===== src/rtl/id_stage_pipe.sv =====
// rtl/id_stage_pipe.sv - MIPS decode stage: register file, immediate extension, destination select, ID/EX register
// Optional feature macro ID_WB_BYPASS_EN: write-first forwarding of the WB write into the captured read data.
module id_stage_pipe #(
  parameter int XLEN = 32,
  parameter int NREG = 32,
  parameter int AW   = $clog2(NREG)
) (
  input  logic            CLK,
  input  logic            RST_N,
  input  logic            in_valid,
  input  logic [31:0]     Ins,
  input  logic            stall,
  input  logic            flush,
  input  logic            WE,
  input  logic [AW-1:0]   Wadr,
  input  logic [XLEN-1:0] Wdata,
  output logic            out_valid,
  output logic [XLEN-1:0] Rdata1,
  output logic [XLEN-1:0] Rdata2,
  output logic [XLEN-1:0] Ed32,
  output logic [AW-1:0]   Dadr,
  output logic [5:0]      op_out,
  output logic [5:0]      funct_out
);

  localparam logic [5:0] OP_RFORM = 6'h00;
  localparam logic [5:0] OP_JAL   = 6'h03;
  localparam logic [5:0] OP_ANDI  = 6'h0C;
  localparam logic [5:0] OP_ORI   = 6'h0D;
  localparam logic [5:0] OP_XORI  = 6'h0E;
  localparam logic [5:0] OP_LUI   = 6'h0F;

  logic [5:0]      op;
  logic [5:0]      funct;
  logic [AW-1:0]   rs;
  logic [AW-1:0]   rt;
  logic [AW-1:0]   rd;
  logic [15:0]     imm;
  logic            unused_ins;

  // Register fields are truncated to AW bits so smaller files alias cleanly.
  assign op         = Ins[31:26];
  assign rs         = Ins[21 +: AW];
  assign rt         = Ins[16 +: AW];
  assign rd         = Ins[11 +: AW];
  assign imm        = Ins[15:0];
  assign funct      = Ins[5:0];
  assign unused_ins = ^Ins;

  logic [XLEN-1:0] regs [NREG];
  logic            wr_en;

  assign wr_en = WE && (Wadr != '0);

  always_ff @(posedge CLK or negedge RST_N) begin
    if (!RST_N) begin
      for (int i = 0; i < NREG; i++) regs[i] <= '0;
    end else if (wr_en) begin
      regs[Wadr] <= Wdata;
    end
  end

  logic [XLEN-1:0] rd1;
  logic [XLEN-1:0] rd2;
  logic [XLEN-1:0] ext;
  logic [AW-1:0]   dst;

  always_comb begin
    rd1 = (rs == '0) ? '0 : regs[rs];
    rd2 = (rt == '0) ? '0 : regs[rt];
`ifdef ID_WB_BYPASS_EN
    // wr_en already excludes r0, so address 0 is never forwarded.
    if (wr_en && (Wadr == rs)) rd1 = Wdata;
    if (wr_en && (Wadr == rt)) rd2 = Wdata;
`endif
  end

  always_comb begin
    case (op)
      OP_ANDI, OP_ORI, OP_XORI: ext = XLEN'(imm);
      OP_LUI:                   ext = XLEN'({imm, 16'h0000});
      default:                  ext = XLEN'($signed(imm));
    endcase
  end

  always_comb begin
    case (op)
      OP_JAL:   dst = AW'(NREG - 1);
      OP_RFORM: dst = rd;
      default:  dst = rt;
    endcase
  end

  // Flush wins over stall; data still loads on flush since out_valid marks it dead.
  always_ff @(posedge CLK or negedge RST_N) begin
    if (!RST_N) begin
      out_valid <= 1'b0;
      Rdata1    <= '0;
      Rdata2    <= '0;
      Ed32      <= '0;
      Dadr      <= '0;
      op_out    <= '0;
      funct_out <= '0;
    end else if (flush || !stall) begin
      out_valid <= flush ? 1'b0 : in_valid;
      Rdata1    <= rd1;
      Rdata2    <= rd2;
      Ed32      <= ext;
      Dadr      <= dst;
      op_out    <= op;
      funct_out <= funct;
    end
  end

endmodule


===== config.mk =====
export PLATFORM = sky130hd
export DESIGN_NAME = id_stage_pipe
export DESIGN_NICKNAME = d
export VERILOG_FILES = /design/src/rtl/id_stage_pipe.sv
export SDC_FILE = /design/constraint.sdc
export NUM_CORES = 2
export LEC_CHECK = 0
export BUFFER_PORTS_ARGS = -buffer_cell sky130_fd_sc_hd__buf_2
export CAP_MARGIN = 20
export CORE_MARGIN = 3
export CORE_UTILIZATION = 40
export DETAILED_ROUTE_END_ITERATION = 8
export PLACE_DENSITY = 0.53
export SLEW_MARGIN = 10
export SYNTH_ARGS = -nofsm -noshare
export SYNTH_HDL_FRONTEND = slang
export SYNTH_SLANG_ARGS = --single-unit

===== constraint.sdc =====
create_clock -name CLK -period 1.79 [get_ports CLK]
set_input_delay 0.0895 -clock CLK [delete_from_list [all_inputs] [get_ports CLK]]
set_output_delay 0.0895 -clock CLK [all_outputs]
set_load 0.01 [all_outputs]

== Yosys cells after proc, flatten, opt, wreduce, memory -nomap -nowiden ==
Index checks and enable logic that the tools add are counted.

* Magnitude comparators: 4
* Equal/unequal tests: 5
* Muxes and demuxes: 14
* Bitwise operators: 3
* Reduce and logical (&&, ||, !) cells: 9

{| class="wikitable"
|+ Operator list
! cell !! number
|-
| bitwise mux 1024 bit || 1
|-
| binary-select mux 32 bit (select 5 bit) || 2
|-
| 2-to-1 mux 32 bit || 7
|-
| demux 32 bit (select 5 bit) || 1
|-
| case mux 32 bit (2 select lines) || 1
|-
| == test 6 x 4 -> 1 bit, second input constant || 4
|-
| >= comparator 6 bit, second input constant || 3
|-
| inverter 5 -> 6 bit || 3
|-
| logical NOT 5 bit || 2
|-
| case mux 5 bit (2 select lines) || 1
|-
| == test 6 x 2 -> 1 bit, second input constant || 1
|-
| logical NOT 6 bit || 1
|-
| < comparator 6 x 1 -> 1 bit, second input constant || 1
|-
| nonzero test 5 bit || 1
|-
| OR reduction 3 bit || 1
|-
| logical AND 1 bit || 2
|-
| logical NOT 1 bit || 1
|-
| logical OR 1 bit || 1
|-
| 2-to-1 mux 1 bit || 1
|}

* Flip-flop bits (word level): 1,138
* Input bits: 75
* Output and inout bits: 114

== Logic depth before layout (Yosys ltp) ==
* Word-level depth: 6
* Depth in mapped cells: 9
* Gate-level depth less buffers: 4

== Worst setup path before layout ==
No wires, ideal clock.

* Path type: input port to flip-flop
* From: input port Ins[22]
* To: register Rdata1[12]
* Library setup time: 0.122 ns
* Arrival: 1.739 ns
* Setup slack: -0.071 ns
* Stages on the path: 7
* Path through: buf_2 -> buf_4 -> clkbuf_1 -> mux4_2 -> a22o_1 -> a211o_1 -> a32o_1

* Cells in the longest elaborated chain, start to end: 5

{| class="wikitable"
|+ RTL lines
! item !! line !! source
|-
| from (decl) || 11 || <nowiki>input logic [31:0] Ins,</nowiki>
|-
| inverter 5 -> 6 bit (not written as such) || 69 || <nowiki>rd1 = (rs == '0) ? '0 : regs[rs];</nowiki>
|-
| binary-select mux 32 bit (select 5 bit) || 69 ||
|-
| 2-to-1 mux 32 bit (not written as such) (2 in a row) || 69 ||
|-
| 2-to-1 mux 32 bit * || 69 ||
|-
| to (signal assigned) || 106 || <nowiki>Rdata1 <= rd1;</nowiki>
|-
| to (decl) || 18 || <nowiki>output logic [XLEN-1:0] Rdata1,</nowiki>
|}

Mark *: on every way between the ends. The rest lies on a longest branch, timed or not. The select of a mux whose other input is x is not followed.
A chain may end at the register's enable or synchronous reset.

== Final worst setup path ==
* From: register regs[149] in the netlist's numbering
* To: register Rdata1[21]

* Cells in the longest elaborated chain, start to end: 4

{| class="wikitable"
|+ RTL lines
! item !! line !! source
|-
| from (decl) || 50 || <nowiki>logic [XLEN-1:0] regs [NREG];</nowiki>
|-
| from (signal, indexed assignment) || 59 || <nowiki>regs[Wadr] <= Wdata;</nowiki>
|-
| binary-select mux 32 bit (select 5 bit) || 69 ||
|-
| 2-to-1 mux 32 bit (not written as such) (2 in a row) || 69 ||
|-
| 2-to-1 mux 32 bit || 69 ||
|}

Every way passes these cells. The select of a mux whose other input is x is not followed.

==> impl_metrics.ini <==
[place]
dp_hpwl_um = 142000
gp_congestion = 0.847
pre_cts_slack_ns = -0.335
placement.io_buffers = 188

[sta]
hold_viol = 0
hold_slack_ns = 0.0373
finClkSkew_ns = 0.0344
slew_viol_final = 0
worstMarginPinSlew_ns = 1.16
fmax_mhz = 575
max-slew-margin-rel = 0.222
fin_ws_ns = 0.0504
setup_viol = 0
period_share = 0.972
period_needed_ns = 1.74

[cts]
cts_root_buf = clkbuf_16
path_clk_slew_ns = 0.05
htree_levels = 4
clk_path_buf_depth = 3
cts_sinks = 1138
cts_tree = done
clk_latency_ns = 0.77
cts_buffers = 134

[synthesis]
synth_fa_ha_area_frac = 0
synth_top_family_by_area = multiplexers
synth_area_um2 = 58400
synth.area.top_cells = dfrtp_1 (49%), mux2_2 (20%), mux4_2 (12%), mux2i_1 (5.4%), a22oi_1 (2.0%)
synthTopCellsByCount = dfrtp_1 (1138), mux2_2 (1051), mux4_2 (324)
postSynthCellCount = 4147
synthFlopType = dfrtp_1
synth_edf_count = 0
synthSimpleGateAreaFrac = 0.0275
synth.most_common_cell = dfrtp_1
synth_compound_area_frac = 0.0675
ys_types = 46
synth_xor_area_frac = 0
syn_avg_cell_area_um2 = 14.1
synth-seq-area-share = 0.488
async_flop_share = 1.00
synthMuxAreaShare = 0.383
ys_seq_elements = 1138
synth_nets = 4222
synth_top_area_frac = 0.488
yosysWarnings = 0
synth_largest_area_cell = dfrtp_1

[grt]
grt_first_pass_wirelength_um = 309000
grt_pass1_vias = 41701
overflow = 0
antenna_found_initial = 8
grt_max_degree = 84
grt_usage = 0.282

[power]
powerDensity_nw_per_um2 = 1090
p_seq_frac = 0.439
combPwrFrac = 0.194
swShare = 0.274
p_clk_frac = 0.367
p_leak_nw = 32.1
p_int_mw = 56.5
power_mw = 77.8
power.switching_mw = 21.3
ir_worst_vdd_mv = 0.754

[critical_path]
rr_startpoint = regs[149]
max_stage_delay_ns = 0.48
slowest_stage = mux4_2
critical_path.max_fanout = 3
startpoint_type = flip-flop
path_delay_family = compound AO/OA/AOI/OAI gates
path_buf_inv = 0
arrival_ns = 2.39
end_kind = flip-flop
crit_chain = mux4_2 > a22o_1 > a211o_1 > a32o_1
path_class = reg2reg
startpoint = regs[149]
worstPathRequired_ns = 2.44

[floorplan]
rows = 139
die_h_um = 388
ios = 189
core_area_um2 = 144000
die-area_um2 = 151000
start_util = 0.405
fp.dieW_um = 388

[layout]
syn_to_final_growth_pct = 22.6
final_nets = 4661
final_util = 0.496
nFillCells = 12495
drive_gt1_frac = 0.508

[min_path]
worstHoldStart = stall
hold_class = in2reg

[drt]
wl_um = 214000
avgViaCountPerCell = 6.16
detail-route-antenna-nets = 0
route.detailed.drc = 0
initialDrtViolationCount = 3347
via_count = 40657
wl_per_cell_um = 32.4
drtPass1Iterations = 6

[run]
cap_viol_max_count = 0

[outcome]
status = finished clean
==> flip-flops by register name, indices dropped and copies added (netlist names) <==
name	flops
Ed32	32
funct_out	6
Rdata2	32
regs	1024
Dadr	5
op_out	6
out_valid	1
Rdata1	32
==> power by group through the flow <==
| stage | sequential, mW | combinational (mW) | clock [mW] |
|---|---|---|---|
| final | 34.2 | 15.1 | 28.6 |
| after global routing | 34.7 | 16.3 | 30.1 |
| after CTS | 34.0 | 15.2 | 29.1 |
| after detailed placement | 34.5 | 15.0 | 0 |
| after global placement | 34.4 | 14.7 | 0 |
| after floorplan | 33.2 | 10.3 | 0 |
==> cells by family after synthesis <==
logic type,Yosys count
mux,1694
buf+inv,458
simple gates,335
flops,1138
compound gates,522
==> routing by layer <==
metal / global-route usage / wire [µm] / vias up
li1: - / - / 16753
met1: 0.406 / 96500 / 22107
met2: 0.444 / 98900 / 1453
met3: 0.0447 / 12700 / 340
met4: 0.0770 / 5870 / 4
met5: 0 / 25 / -
==> placed cells by master (no fill, tap or decap), types with 7 or more instances in the layout <==
master and n:
o21ai_0 21, nand3_1 39, o22ai_1 36, dfrtp_1 1138, mux2_2 1051, nor2b_1 33
clkbuf_8 39, o211ai_1 15, a22o_1 32, buf_2 181, clkbuf_16 139, nand2_1 150
bufinv_16 9, a211oi_1 33, o41ai_1 32, nand2_4 10, a221oi_1 32, nor2b_4 7
a22oi_1 154, or2_2 35, buf_4 313, clkinv_2 17, nor2_4 19, buf_12 194
clkbuf_1 27, a32o_1 32, mux4_2 324, mux2i_1 314, a211o_1 32, a21oi_1 64
o221ai_1 32, dlygate4sd3_1 64
==> worst min-delay path: cells and delay by family <==
family	cells	cell delay [ns]
buf+inv	2	0.37
simple gates	3	0.29
==> timing repair <==
action,in CTS,in global routing
endpoints found under the setup margin,0,12
hold buffers,66,0
setup buffers,0,4
endpoints found under the hold margin,2127,0
resized for setup,0,3
==> path summary, 6_finish.rpt <==
| path | endpoint | slack [ns] | cells past startpoint |
|---|---|---|---|
| worst max-delay path | Rdata1[21] | 0.05 | 4 |
| worst min-delay path | op_out[5] | 0.04 | 5 |
| worst max register to register | Rdata1[21] | 0.05 | 4 |
| worst min register to register | regs[1001] | 0.39 | 0 |
| max in group asynchronous | regs[516] | 1.14 | 4 |
| min in group asynchronous | regs[687] | 0.05 | 3 |
==> per-stage QoR <==
step	cell area [µm²]	cells	setup TNS, ns
global placement	66300	6284	-101.03
CTS	71600	6590	0
finish	71600	6596	0
floorplan	58500	4147	-0.181
detailed placement	66300	6284	-53.81
global route	71600	6593	-0.00922
==> cell type report <==
| type | count | area, µm² | area share |
|---|---|---|---|
| flip-flops and latches | 1138 | 28500 | 0.398 |
| multi-input cells | 2551 | 28300 | 0.395 |
| repair buffers | 759 | 7880 | 0.110 |
| clock buffers | 205 | 4120 | 0.0575 |
| well taps | 1903 | 2380 | 0.0333 |
| clock inverters | 35 | 474 | 0.00662 |
| inverters | 2 | 7.51 | 0.000105 |
| diodes | 3 | 7.51 | 0.000105 |
No activity file was read; power rests on OpenSTA's default activity.
